[config.mk]
export PLATFORM = sky130hd
export DESIGN_NAME = vend_txn_ctrl_flat
export DESIGN_NICKNAME = d
export VERILOG_FILES = /design/src/rtl/vend_txn_if.sv /design/src/rtl/vend_txn_ctrl.sv /design/src/flat_wrapper.sv
export SDC_FILE = /design/constraint.sdc
export NUM_CORES = 1
export LEC_CHECK = 0
export BUFFER_PORTS_ARGS = -buffer_cell sky130_fd_sc_hd__buf_2
export CORE_MARGIN = 1
export CORE_UTILIZATION = 50
export DETAILED_ROUTE_END_ITERATION = 8
export GPL_TIMING_DRIVEN = 0
export PLACE_DENSITY_LB_ADDON = 0.08
export SYNTH_ARGS = -nofsm -noshare
export SYNTH_HDL_FRONTEND = slang
export SYNTH_SLANG_ARGS = --single-unit
[constraint.sdc]
create_clock -name clk -period 7 [get_ports clk]
set_clock_uncertainty 0.05 [all_clocks]
set_input_delay 0.35 -clock clk [delete_from_list [all_inputs] [get_ports clk]]
set_output_delay 0.35 -clock clk [all_outputs]
set_load 0.1 [all_outputs]
[src/rtl/vend_txn_if.sv]
// Bundles the front-end, price-table, dispenser and hopper signals of the vending transaction controller.
// The master modport is the controller side; slave is the surrounding datapath.
interface vend_txn_if #(
  parameter int ITEM_W = 6,
  parameter int AMT_W  = 16
);
  logic              note_valid;
  logic [AMT_W-1:0]  note_val;
  logic              note_accept;
  logic              sel_valid;
  logic [ITEM_W-1:0] sel_code;
  logic              cancel;
  logic              price_rd;
  logic [ITEM_W-1:0] price_addr;
  logic [AMT_W-1:0]  price_data;
  logic              disp_req;
  logic [ITEM_W-1:0] disp_code;
  logic              disp_ack;
  logic              chg_valid;
  logic [AMT_W-1:0]  chg_amt;
  logic              chg_ready;
  logic [AMT_W-1:0]  credit;
  logic              busy;
  logic              err_insufficient;
  logic              err_unavail;

  modport master (
    input  note_valid, note_val, sel_valid, sel_code, cancel,
           price_data, disp_ack, chg_ready,
    output note_accept, price_rd, price_addr, disp_req, disp_code,
           chg_valid, chg_amt, credit, busy, err_insufficient, err_unavail
  );

  modport slave (
    output note_valid, note_val, sel_valid, sel_code, cancel,
           price_data, disp_ack, chg_ready,
    input  note_accept, price_rd, price_addr, disp_req, disp_code,
           chg_valid, chg_amt, credit, busy, err_insufficient, err_unavail
  );
endinterface

[src/rtl/vend_txn_ctrl.sv]
// Customer transaction sequencer: collects credit, looks up the price, dispenses and pays change.
// Two-process FSM; error pulses are registered so they coincide with the return to COLLECT.
module vend_txn_ctrl #(
  parameter int ITEM_W  = 6,
  parameter int AMT_W   = 16,
  parameter int TIMEOUT = 1000
) (
  input logic        clk,
  input logic        rstn,
  vend_txn_if.master bus
);
  localparam int CNT_W = $clog2(TIMEOUT + 1);

  typedef enum logic [2:0] {IDLE, COLLECT, LOOKUP, CHECK, DISPENSE, PAYOUT} state_t;

  state_t            state, state_nx;
  logic [AMT_W-1:0]  credit_q, credit_nx;
  logic [ITEM_W-1:0] code_q, code_nx;
  logic [CNT_W-1:0]  idle_cnt, idle_cnt_nx;
  logic              err_ins_q, err_ins_nx;
  logic              err_un_q, err_un_nx;
  logic [AMT_W:0]    note_sum;
  logic              note_fits;
  logic              note_ok;

  // One extra bit catches notes that would wrap the credit register.
  assign note_sum  = {1'b0, credit_q} + {1'b0, bus.note_val};
  assign note_fits = ~note_sum[AMT_W];

  always_ff @(posedge clk or negedge rstn) begin
    if (!rstn) begin
      state     <= IDLE;
      credit_q  <= '0;
      code_q    <= '0;
      idle_cnt  <= '0;
      err_ins_q <= 1'b0;
      err_un_q  <= 1'b0;
    end else begin
      state     <= state_nx;
      credit_q  <= credit_nx;
      code_q    <= code_nx;
      idle_cnt  <= idle_cnt_nx;
      err_ins_q <= err_ins_nx;
      err_un_q  <= err_un_nx;
    end
  end

  always_comb begin
    state_nx    = state;
    credit_nx   = credit_q;
    code_nx     = code_q;
    idle_cnt_nx = '0;
    err_ins_nx  = 1'b0;
    err_un_nx   = 1'b0;
    note_ok     = 1'b0;
    case (state)
      IDLE: begin
        if (bus.note_valid && note_fits) begin
          note_ok   = 1'b1;
          credit_nx = bus.note_val;
          state_nx  = COLLECT;
        end
      end
      COLLECT: begin
        // Cancel wins over both a note and a selection in the same cycle.
        if (bus.cancel) begin
          state_nx = PAYOUT;
        end else begin
          if (bus.note_valid && note_fits) begin
            note_ok   = 1'b1;
            credit_nx = note_sum[AMT_W-1:0];
          end
          if (bus.sel_valid) begin
            code_nx  = bus.sel_code;
            state_nx = LOOKUP;
          end else if (!bus.note_valid && idle_cnt == CNT_W'(TIMEOUT - 1)) begin
            state_nx = PAYOUT;
          end
          if (!bus.note_valid && !bus.sel_valid) idle_cnt_nx = idle_cnt + CNT_W'(1);
        end
      end
      LOOKUP: state_nx = CHECK;
      CHECK: begin
        if (bus.price_data == '0) begin
          err_un_nx = 1'b1;
          state_nx  = COLLECT;
        end else if (credit_q < bus.price_data) begin
          err_ins_nx = 1'b1;
          state_nx   = COLLECT;
        end else begin
          credit_nx = credit_q - bus.price_data;
          state_nx  = DISPENSE;
        end
      end
      DISPENSE: begin
        if (bus.disp_ack) state_nx = (credit_q != '0) ? PAYOUT : IDLE;
      end
      PAYOUT: begin
        if (bus.chg_ready) begin
          credit_nx = '0;
          state_nx  = IDLE;
        end
      end
      default: state_nx = IDLE;
    endcase
  end

  assign bus.note_accept      = note_ok & rstn;
  assign bus.price_rd         = (state == LOOKUP);
  assign bus.price_addr       = bus.price_rd ? code_q : '0;
  assign bus.disp_req         = (state == DISPENSE);
  assign bus.disp_code        = bus.disp_req ? code_q : '0;
  assign bus.chg_valid        = (state == PAYOUT);
  assign bus.chg_amt          = bus.chg_valid ? credit_q : '0;
  assign bus.credit           = credit_q;
  assign bus.busy             = (state != IDLE);
  assign bus.err_insufficient = err_ins_q;
  assign bus.err_unavail      = err_un_q;
endmodule

[src/flat_wrapper.sv]
// flat-port wrapper written by rule: the top's interface ports become plain ports
module vend_txn_ctrl_flat 
#(
  parameter int ITEM_W  = 6,
  parameter int AMT_W   = 16,
  parameter int TIMEOUT = 1000
)
  (clk, rstn, bus_note_valid, bus_note_val, bus_sel_valid, bus_sel_code, bus_cancel, bus_price_data, bus_disp_ack, bus_chg_ready, bus_note_accept, bus_price_rd, bus_price_addr, bus_disp_req, bus_disp_code, bus_chg_valid, bus_chg_amt, bus_credit, bus_busy, bus_err_insufficient, bus_err_unavail);
  vend_txn_if #(.ITEM_W(ITEM_W), .AMT_W(AMT_W)) bus_i ();
  input logic clk;
  input logic rstn;
  input wire logic [$bits(bus_i.note_valid)-1:0] bus_note_valid;
  input wire logic [$bits(bus_i.note_val)-1:0] bus_note_val;
  input wire logic [$bits(bus_i.sel_valid)-1:0] bus_sel_valid;
  input wire logic [$bits(bus_i.sel_code)-1:0] bus_sel_code;
  input wire logic [$bits(bus_i.cancel)-1:0] bus_cancel;
  input wire logic [$bits(bus_i.price_data)-1:0] bus_price_data;
  input wire logic [$bits(bus_i.disp_ack)-1:0] bus_disp_ack;
  input wire logic [$bits(bus_i.chg_ready)-1:0] bus_chg_ready;
  output wire logic [$bits(bus_i.note_accept)-1:0] bus_note_accept;
  output wire logic [$bits(bus_i.price_rd)-1:0] bus_price_rd;
  output wire logic [$bits(bus_i.price_addr)-1:0] bus_price_addr;
  output wire logic [$bits(bus_i.disp_req)-1:0] bus_disp_req;
  output wire logic [$bits(bus_i.disp_code)-1:0] bus_disp_code;
  output wire logic [$bits(bus_i.chg_valid)-1:0] bus_chg_valid;
  output wire logic [$bits(bus_i.chg_amt)-1:0] bus_chg_amt;
  output wire logic [$bits(bus_i.credit)-1:0] bus_credit;
  output wire logic [$bits(bus_i.busy)-1:0] bus_busy;
  output wire logic [$bits(bus_i.err_insufficient)-1:0] bus_err_insufficient;
  output wire logic [$bits(bus_i.err_unavail)-1:0] bus_err_unavail;
  assign bus_i.note_valid = bus_note_valid;
  assign bus_i.note_val = bus_note_val;
  assign bus_i.sel_valid = bus_sel_valid;
  assign bus_i.sel_code = bus_sel_code;
  assign bus_i.cancel = bus_cancel;
  assign bus_i.price_data = bus_price_data;
  assign bus_i.disp_ack = bus_disp_ack;
  assign bus_i.chg_ready = bus_chg_ready;
  assign bus_note_accept = bus_i.note_accept;
  assign bus_price_rd = bus_i.price_rd;
  assign bus_price_addr = bus_i.price_addr;
  assign bus_disp_req = bus_i.disp_req;
  assign bus_disp_code = bus_i.disp_code;
  assign bus_chg_valid = bus_i.chg_valid;
  assign bus_chg_amt = bus_i.chg_amt;
  assign bus_credit = bus_i.credit;
  assign bus_busy = bus_i.busy;
  assign bus_err_insufficient = bus_i.err_insufficient;
  assign bus_err_unavail = bus_i.err_unavail;
  vend_txn_ctrl #(.ITEM_W(ITEM_W), .AMT_W(AMT_W), .TIMEOUT(TIMEOUT)) u_core (.clk(clk), .rstn(rstn), .bus(bus_i));
endmodule
# == Yosys cells after proc, flatten, opt, wreduce, memory -nomap -nowiden ==
# Cells that the tools add are included.
# op_classes
n_addsub,3
magnitude_cmp,1
n_eq_ne,14
mux,31
bitwise_logic,3
n_reduce_logical,13
# op_table
cell,n
two-way mux 16 bit,7
case mux 16 bit (4 select lines),1
two-way mux 10 bit,3
two-way mux 3 bit,9
case mux 3 bit (6 select lines),1
adder 16 x 16 -> 17 bit,1
logical NOT 16 bit,1
less-than comparator 16 bit,1
nonzero test 16 bit,1
subtractor 16 bit,1
two-way mux 6 bit,2
"adder 10 x 1 -> 10 bit, second input constant",1
"equality test 10 bit, second input constant",1
"!= test 2 bit, second input constant",5
two-way mux 1 bit,7
AND reduction 7 bit,1
"equality test 3 x 2 -> 1 bit, second input constant",2
"equality test 3 bit, second input constant",2
"!= test 2 x 1 -> 1 bit, second input constant",2
"!= test 4 x 3 -> 1 bit, second input constant",1
AND reduction 4 bit,1
nonzero test 4 bit,1
"equality test 3 x 1 -> 1 bit, second input constant",1
logical AND 1 bit,3
7 further kinds,9
# totals
reg_bits,37

# == Logic depth before layout (Yosys ltp) ==
# Gate-level depths: netlist (run 1).
# logic_depth
word_depth,7
ltp_mapped,12
ltp_nobuf,11

# == Worst setup path before layout (run 1) ==
# OpenSTA, ideal clock, no wires.
# synth_timing
path_type,register to output
from,register u_core.state[2]
to,output bus_price_addr[0]
t_arrival_ps,3828
required_time_ps,6600
slack_ps,2772
path_stages_with_launch,4
path_buffers,1
path_cell_list,dfrtp_1 > clkbuf_1 > nor3_1 > and2_1
# synth_via
elab_chain_cells,2
# synth_rtl
element,line,rtl
start: declaration,vend_txn_ctrl.sv:16,"state_t state, state_nx;"
start signal: assignment,vend_txn_ctrl.sv:39,state <= state_nx;
equality test 3 x 2 -> 1 bit,vend_txn_ctrl.sv:109,assign bus.price_rd = (state == LOOKUP);
named net bus_price_rd,flat_wrapper.sv:21,output wire logic [$bits(bus_i.price_rd)-1:0] bus_price_rd;
two-way mux 6 bit,vend_txn_ctrl.sv:110,assign bus.price_addr = bus.price_rd ? code_q : '0;
end: declaration,flat_wrapper.sv:22,output wire logic [$bits(bus_i.price_addr)-1:0] bus_price_addr;
# The timed path passes the listed nets, and every way through them passes these cells.

# == Worst setup path after layout (run 1) ==
# layout_timing
from,"register u_core.credit_q[0], in the netlist u_core.bus.credit[0]"
to,output bus_note_accept
# layout_via
elab_chain_cells,7
# layout_rtl
element,line,rtl
start: declaration,vend_txn_ctrl.sv:17,"logic [AMT_W-1:0] credit_q, credit_nx;"
start signal: assignment,vend_txn_ctrl.sv:40,credit_q <= credit_nx;
adder 16 x 16 -> 17 bit *,vend_txn_ctrl.sv:27,"assign note_sum = {1'b0, credit_q} + {1'b0, bus.note_val};"
NOT 1 bit *,vend_txn_ctrl.sv:28,assign note_fits = ~note_sum[AMT_W];
logical AND 1 bit *,"vend_txn_ctrl.sv:58, vend_txn_ctrl.sv:69",
two-way mux 1 bit *,"vend_txn_ctrl.sv:58, vend_txn_ctrl.sv:69",
two-way mux 1 bit,vend_txn_ctrl.sv:66,if (bus.cancel) begin
case mux 1 bit (2 select lines) *,vend_txn_ctrl.sv:56,case (state)
bitwise AND 1 bit *,vend_txn_ctrl.sv:108,assign bus.note_accept = note_ok & rstn;
end: declaration,flat_wrapper.sv:20,output wire logic [$bits(bus_i.note_accept)-1:0] bus_note_accept;
# Mark *: on every way between the ends. The rest lies on a longest branch, timed or not.

==> results.py, run 1 <==
metrics = {
    "die": {
        "ios": 96,
        "die_area_um2": 7680,
        "die_w_um": 87.6,
        "num_rows": 30,
        "core_um2": 6940,
        "start_util_pct": 52.8,
        "die_h_um": 87.6,
    },
    "timing": {
        "post-route-period-util_pct": 46.3,
        "drv_slew": 0,
        "max_freq_ghz": 0.309,
        "slew_headroom_pct": 40.2,
        "tightest_slew_ps": 894,
        "fin_tns_setup_ps": 0,
        "finalSetupViolCount": 0,
        "rsz0062_at_grt": "no",
        "hold_viol": 0,
        "finalCriticalPeriod_ps": 3240,
    },
    "job": {
        "max_cap_violations": 0,
    },
    "finish": {
        "fillers": 650,
        "multi_input_area_um2": 2570,
        "finalNetCount": 645,
        "drive_above_1_share_pct": 21.9,
        "num_antenna_cells": 0,
        "area_growth_pct": 19.9,
        "area.sequential_um2": 926,
    },
    "global_route": {
        "antenna_found_initial": 0,
        "grt_pass1_vias": 3467,
        "grt_pass1_wl_um": 17000,
        "grt_use_total_pct": 28.7,
        "grt_max_degree": 39,
        "grt_overflow": 0,
    },
    "hold_path": {
        "worstHoldPathType": "input port to async pin",
    },
    "logic_synthesis": {
        "ys.flop_type": "dfrtp_1",
        "synth_area_per_cell_um2": 7.92,
        "synth-simple-area-share_pct": 25.4,
        "synth.top_cell.area_share_pct": 25.2,
        "yosys.area.top_type": "dfrtp_1",
        "ys_top_cells_by_count": "52 x nor2_1, 43 x a21oi_1, 37 x dfrtp_1",
        "syn-num-nets": 543,
        "synth_most_common_cell": "nor2_1",
        "yosys_register_bits": 37,
        "synth.distinct_cells": 61,
        "synthCells": 463,
        "synth_warnings": 0,
        "netlist_area_um2": 3670,
        "synth_compound_area_share_pct": 23.0,
        "synth_mux_area_share_pct": 2.70,
        "synth-adder-area-share_pct": 12.4,
        "async_reset_ff_share_pct": 100,
        "seq_area_frac_synth_pct": 25.2,
        "synth_xor_area_share_pct": 6.69,
        "synth_edf_count": 0,
        "ys_top_cells_by_area": "dfrtp_1 25%, ha_1 11%, a21oi_1 5.9%",
        "synth_top_family_by_area": "simple AND/OR/NAND/NOR gates",
    },
    "detailed_routing": {
        "wl_um": 11000,
        "detail-route-antenna-nets": 0,
        "first_iter_violations": 272,
        "remaining_drc_errors": 0,
        "firstDrtPassIters": 7,
        "viasPerCell": 5.84,
        "vias": 3867,
        "routedWlPerCell_um": 16.6,
    },
    "setup_path": {
        "required_ps": 6600,
        "max_stage_delay_ps": 440,
        "critical-path-top-delay-family": "adder cells",
        "cp.depth": 8,
        "critPathLaunchType": "flop",
        "crit_fanout": 5,
        "critPathSlowestCell": "dfrtp_1",
        "end_kind": "primary output",
        "crit_buf_inv": 1,
        "path_cells": "ha_1 -> fa_1 -> a21o_1 -> nand4_1 -> a21oi_1 -> o31ai_4 -> and4_1 -> buf_2",
        "worstSetupPathType": "flop to primary output",
        "r2r-start": "u_core.bus.credit[0]",
        "rr_worst_depth": 11,
        "crit_arrival_ps": 2840,
        "r2r_slack_ps": 3880,
        "worstReg2RegEnd": "u_core.bus.credit[13]",
    },
    "clock_tree": {
        "cts.sink_count": 37,
        "cts_buffers": 5,
        "post-cts-setup-buffers": 0,
        "insertion_delay_ps": 290,
        "htreeDepth": 2,
        "cts_tree": "yes",
        "clk_path_buf_depth": 2,
        "clockRootBuffer": "clkbuf_8",
        "path_clk_slew_ps": 80,
        "holdBufCountCts": 0,
        "cts_resized": 0,
    },
    "placed_design": {
        "dp_hpwl_um": 8330,
        "globalplace.congestion": 0.959,
        "port-buffer-count": 95,
    },
    "outcome": {
        "status": "completed",
    },
}
## worst max-delay path by stage
| stage | start | slack, ps | endpoint |
|---|---|---|---|
| after global routing | u_core.bus.credit[0] | 3630 | bus_note_accept |
| after detailed placement | u_core.bus.credit[0] | 3920 | u_core.bus.credit[7] |
| after floorplan | u_core.state[2] | 2770 | bus_price_addr[0] |
| after CTS | u_core.bus.credit[0] | 3760 | bus_note_accept |
| after global placement | u_core.bus.credit[0] | 3950 | u_core.bus.credit[14] |
| final | u_core.bus.credit[0] | 3760 | bus_note_accept |
## cell families (layout without fill, tap and decap cells)
group                      count (synthesis)  count (layout)
AOI/OAI and AO/OA                        125             125
xor gates and xnor gates                  28              28
adders and majority gates                 35              35
buffers and inverters                     43             146
DFF                                       37              37
muxes                                      9               9
and+or+nand+nor                          186             186
## sequential cells by signal, indices dropped and copies added, names as in the netlist
| signal | count |
|---|---|
| u_core.code_q | 6 |
| u_core.bus.err_unavail | 1 |
| u_core.bus.credit | 16 |
| u_core.bus.err_insufficient | 1 |
| u_core.state | 3 |
| u_core.idle_cnt | 10 |
## metrics by stage
stage	std cells	hold WS, ps	cell area [um^2]	utilization, %	setup slack (ps)
6_report	662	118	4400	63.3	3760
5_1_grt	662	200	4400	63.3	3630
4_1_cts	662	157	4400	63.3	3760
3_5_place_dp	654	405	4260	61.4	3920
3_3_place_gp	654	397	4260	61.4	3950
2_1_floorplan	463	4.41	3670	-	2770
## cell type report
type                            instances  share of cell area [%]
Inverter                               29                    2.48
Sequential cell                        37                    21.1
Clock buffer                            5                    1.57
Tap cell                               96                    2.73
Clock inverter                          3                    1.48
Multi-Input combinational cell        383                    58.5
Timing Repair Buffer                   95                    10.8
Buffer                                 14                    1.37
## placed cells by master (no fill, tap or decap), drive strengths merged, types with 5 or more instances in the layout
master,instances
nor3,7
ha,33
and2,21
nand4,8
and3,13
buf,102
xnor2,21
dfrtp,37
mux2,7
a22oi,6
a21oi,45
nor4,9
nor2b,6
nor2,53
a21o,9
o21ai,19
xor2,7
clkbuf,12
a31oi,5
inv,29
nand3,15
nand2,35
nand2b,12
## layer usage
metal,vias up,wire length [um],share of wire (%),global-route usage [%]
met1,1795,4990,45,39.2
li1,1887,-,-,-
met5,-,0,0,0
met2,165,5020,46,47.2
met3,20,738,6.7,4.15
met4,0,254,2.3,8.64
## worst reg2reg max path: stages, from the launching register on
cell and delay, ps:
dfrtp_1 440, inv_1 90, ha_1 230, fa_1 380, nand2b_1 200, a21oi_1 270
a21oi_1 200, nand4_1 220, nand4_1 140, a22oi_2 300, buf_2 310, a41oi_1 160
Power of run 1 is not shown: default switching activity piles up to over one toggle a cycle in this logic, so the estimate is an artifact.
==> inputs of run 2 (changes only) <==
==> constraint.sdc (replaced) <==
create_clock -name clk -period 3 [get_ports clk]
set_clock_uncertainty 0.05 [all_clocks]
set_input_delay 0.15 -clock clk [delete_from_list [all_inputs] [get_ports clk]]
set_output_delay 0.15 -clock clk [all_outputs]
set_load 0.1 [all_outputs]
==> run 2 against run 1 <==
  * First-iteration DRC count increased by 10%
  * Setup slack worse by 3700 ps
  * Design area increased by 2.6%
  * Final cell count up 0.45%
  * Via count is 0.98% higher
  * Wire length is 2.0% lower
  * Critical path depth up 3
  * Utilization grew 1.6 points
  * Count of clock-buffer cells in the layout did not move
  * Critical path type is now flop to flop
  * Largest cell class unchanged
==> results.py, run 2 (same netlist as run 1, synthesis figures left out) <==
metrics = {
    "outcome": {
        "status": "completed",
    },
    "setup_path": {
        "critPathSlowestCell": "dfrtp_4",
        "crit_fanout": 5,
        "path_cells": "inv_1 -> ha_1 -> fa_2 -> nand2b_4 -> a21oi_4 -> a21oi_4 -> nand4_1 -> nand4_1 -> a22oi_2 -> o2111ai_2 -> o32a_1",
        "crit_arrival_ps": 3020,
        "worstSetupPathType": "flop to flop",
        "max_stage_delay_ps": 450,
        "required_ps": 3130,
        "end_kind": "flop",
        "critPathLaunchType": "flop",
    },
    "timing": {
        "hold_viol": 0,
        "max_freq_ghz": 0.346,
        "rsz0062_at_grt": "no",
        "tightest_slew_ps": 863,
        "holdWs_ps": 33.9,
        "drv_slew": 0,
        "slew_headroom_pct": 42.3,
        "finalCriticalPeriod_ps": 2890,
        "finalSetupViolCount": 0,
        "post-route-period-util_pct": 96.3,
    },
    "detailed_routing": {
        "wl_um": 10800,
        "viasPerCell": 5.87,
        "detail-route-antenna-nets": 0,
        "firstDrtPassIters": 5,
        "vias": 3905,
        "first_iter_violations": 300,
        "remaining_drc_errors": 0,
        "routedWlPerCell_um": 16.2,
    },
    "placed_design": {
        "placed_cells": 654,
        "placed_area_um2": 4290,
        "globalplace.congestion": 0.973,
        "port-buffer-count": 95,
        "dp_hpwl_um": 8150,
    },
    "finish": {
        "num_antenna_cells": 0,
        "final_cell_count_no_fill": 665,
        "largest_register_ffs": 16,
        "fillers": 630,
        "layout_commonest_cell": "buf_2",
        "drive_above_1_share_pct": 24.8,
        "final_core_util_pct": 64.9,
        "multi_input_area_um2": 2640,
        "area_growth_pct": 23.0,
        "finalInstanceArea_um2": 4510,
        "layout_common_cells": "98 x buf_2, 52 x nor2_1, 40 x a21oi_1",
        "area.sequential_um2": 933,
        "finalNetCount": 648,
    },
    "clock_tree": {
        "path_clk_slew_ps": 90,
        "insertion_delay_ps": 300,
        "htreeDepth": 2,
        "cts_buffers": 5,
        "cts.sink_count": 37,
        "clockRootBuffer": "clkbuf_8",
        "cts_tree": "yes",
        "clk_path_buf_depth": 2,
    },
    "global_route": {
        "grt_overflow": 0,
        "grt_use_total_pct": 28.4,
        "grt_pass1_vias": 3458,
        "grt_max_degree": 39,
        "antenna_found_initial": 0,
        "grt_pass1_wl_um": 16800,
    },
    "job": {
        "max_cap_violations": 0,
    },
    "die": {
        "die_h_um": 87.6,
        "die_w_um": 87.6,
        "num_rows": 30,
        "core_um2": 6940,
        "start_util_pct": 52.8,
        "ios": 96,
        "die_area_um2": 7680,
    },
    "hold_path": {
        "worstHoldPathType": "input port to flop",
    },
}
[run 2: area by class of cell]
type                       count  share of cell area, %
multi-input combinational    383                   58.6
sequential                    37                   20.7
timing repair buffer          98                   11.2
tap                           96                   2.66
inverter                      29                   2.41
clock buffer                   5                   1.53
clock inverter                 3                   1.53
buffer                        14                   1.44
[run 2: layer usage]
layer  global-route usage, %  share of wire (%)
met4                    7.30                1.5
met1                    37.2                 44
met2                    49.4                 47
met3                    3.86                7.6
met5                       0                  0
[run 2: what timing repair did]
| item | in CTS | in global routing |
|---|---|---|
| setup endpoints to repair | 10 | 17 |
| buffers inserted | 0 | 2 |
| resized for setup | 2 | 12 |
| hold buffers | 1 | 0 |
| pin swaps | 0 | 6 |
| hold endpoints to repair | 37 | 0 |
[run 2: stage by stage]
| stage | worst slack [ps] | TNS, ps |
|---|---|---|
| after floorplan | 13.0 | 0 |
| after global routing | 18.0 | 0 |
| after global placement | -24.7 | -29.6 |
| after detailed placement | -14.1 | -14.8 |
| final | 110 | 0 |
| after CTS | 39.2 | 0 |
[run 2: worst paths after layout]
kind / slack (ps) / depth (start not counted) / startpoint / end
max: 110 / 11 / u_core.bus.credit[0] / u_core.bus.credit[15]
min: 30 / 2 / bus_sel_code[2] / u_core.code_q[2]
max reg2reg: 110 / 11 / u_core.bus.credit[0] / u_core.bus.credit[15]
min reg2reg: 410 / 1 / u_core.idle_cnt[0] / u_core.idle_cnt[0]
max in group asynchronous: 1830 / 2 / rstn / u_core.bus.credit[0]
min in group asynchronous: 440 / 2 / rstn / u_core.bus.credit[3]
[run 2: worst max-delay path, delay by kind of cell, from the launching register on]
kind	cells	cell delay [ps]
simple gates	3	480
buf+inv	1	70
flops	1	450
compound gates	5	1160
fa+ha+maj	2	570
Power of run 2 is left out for the same reason.
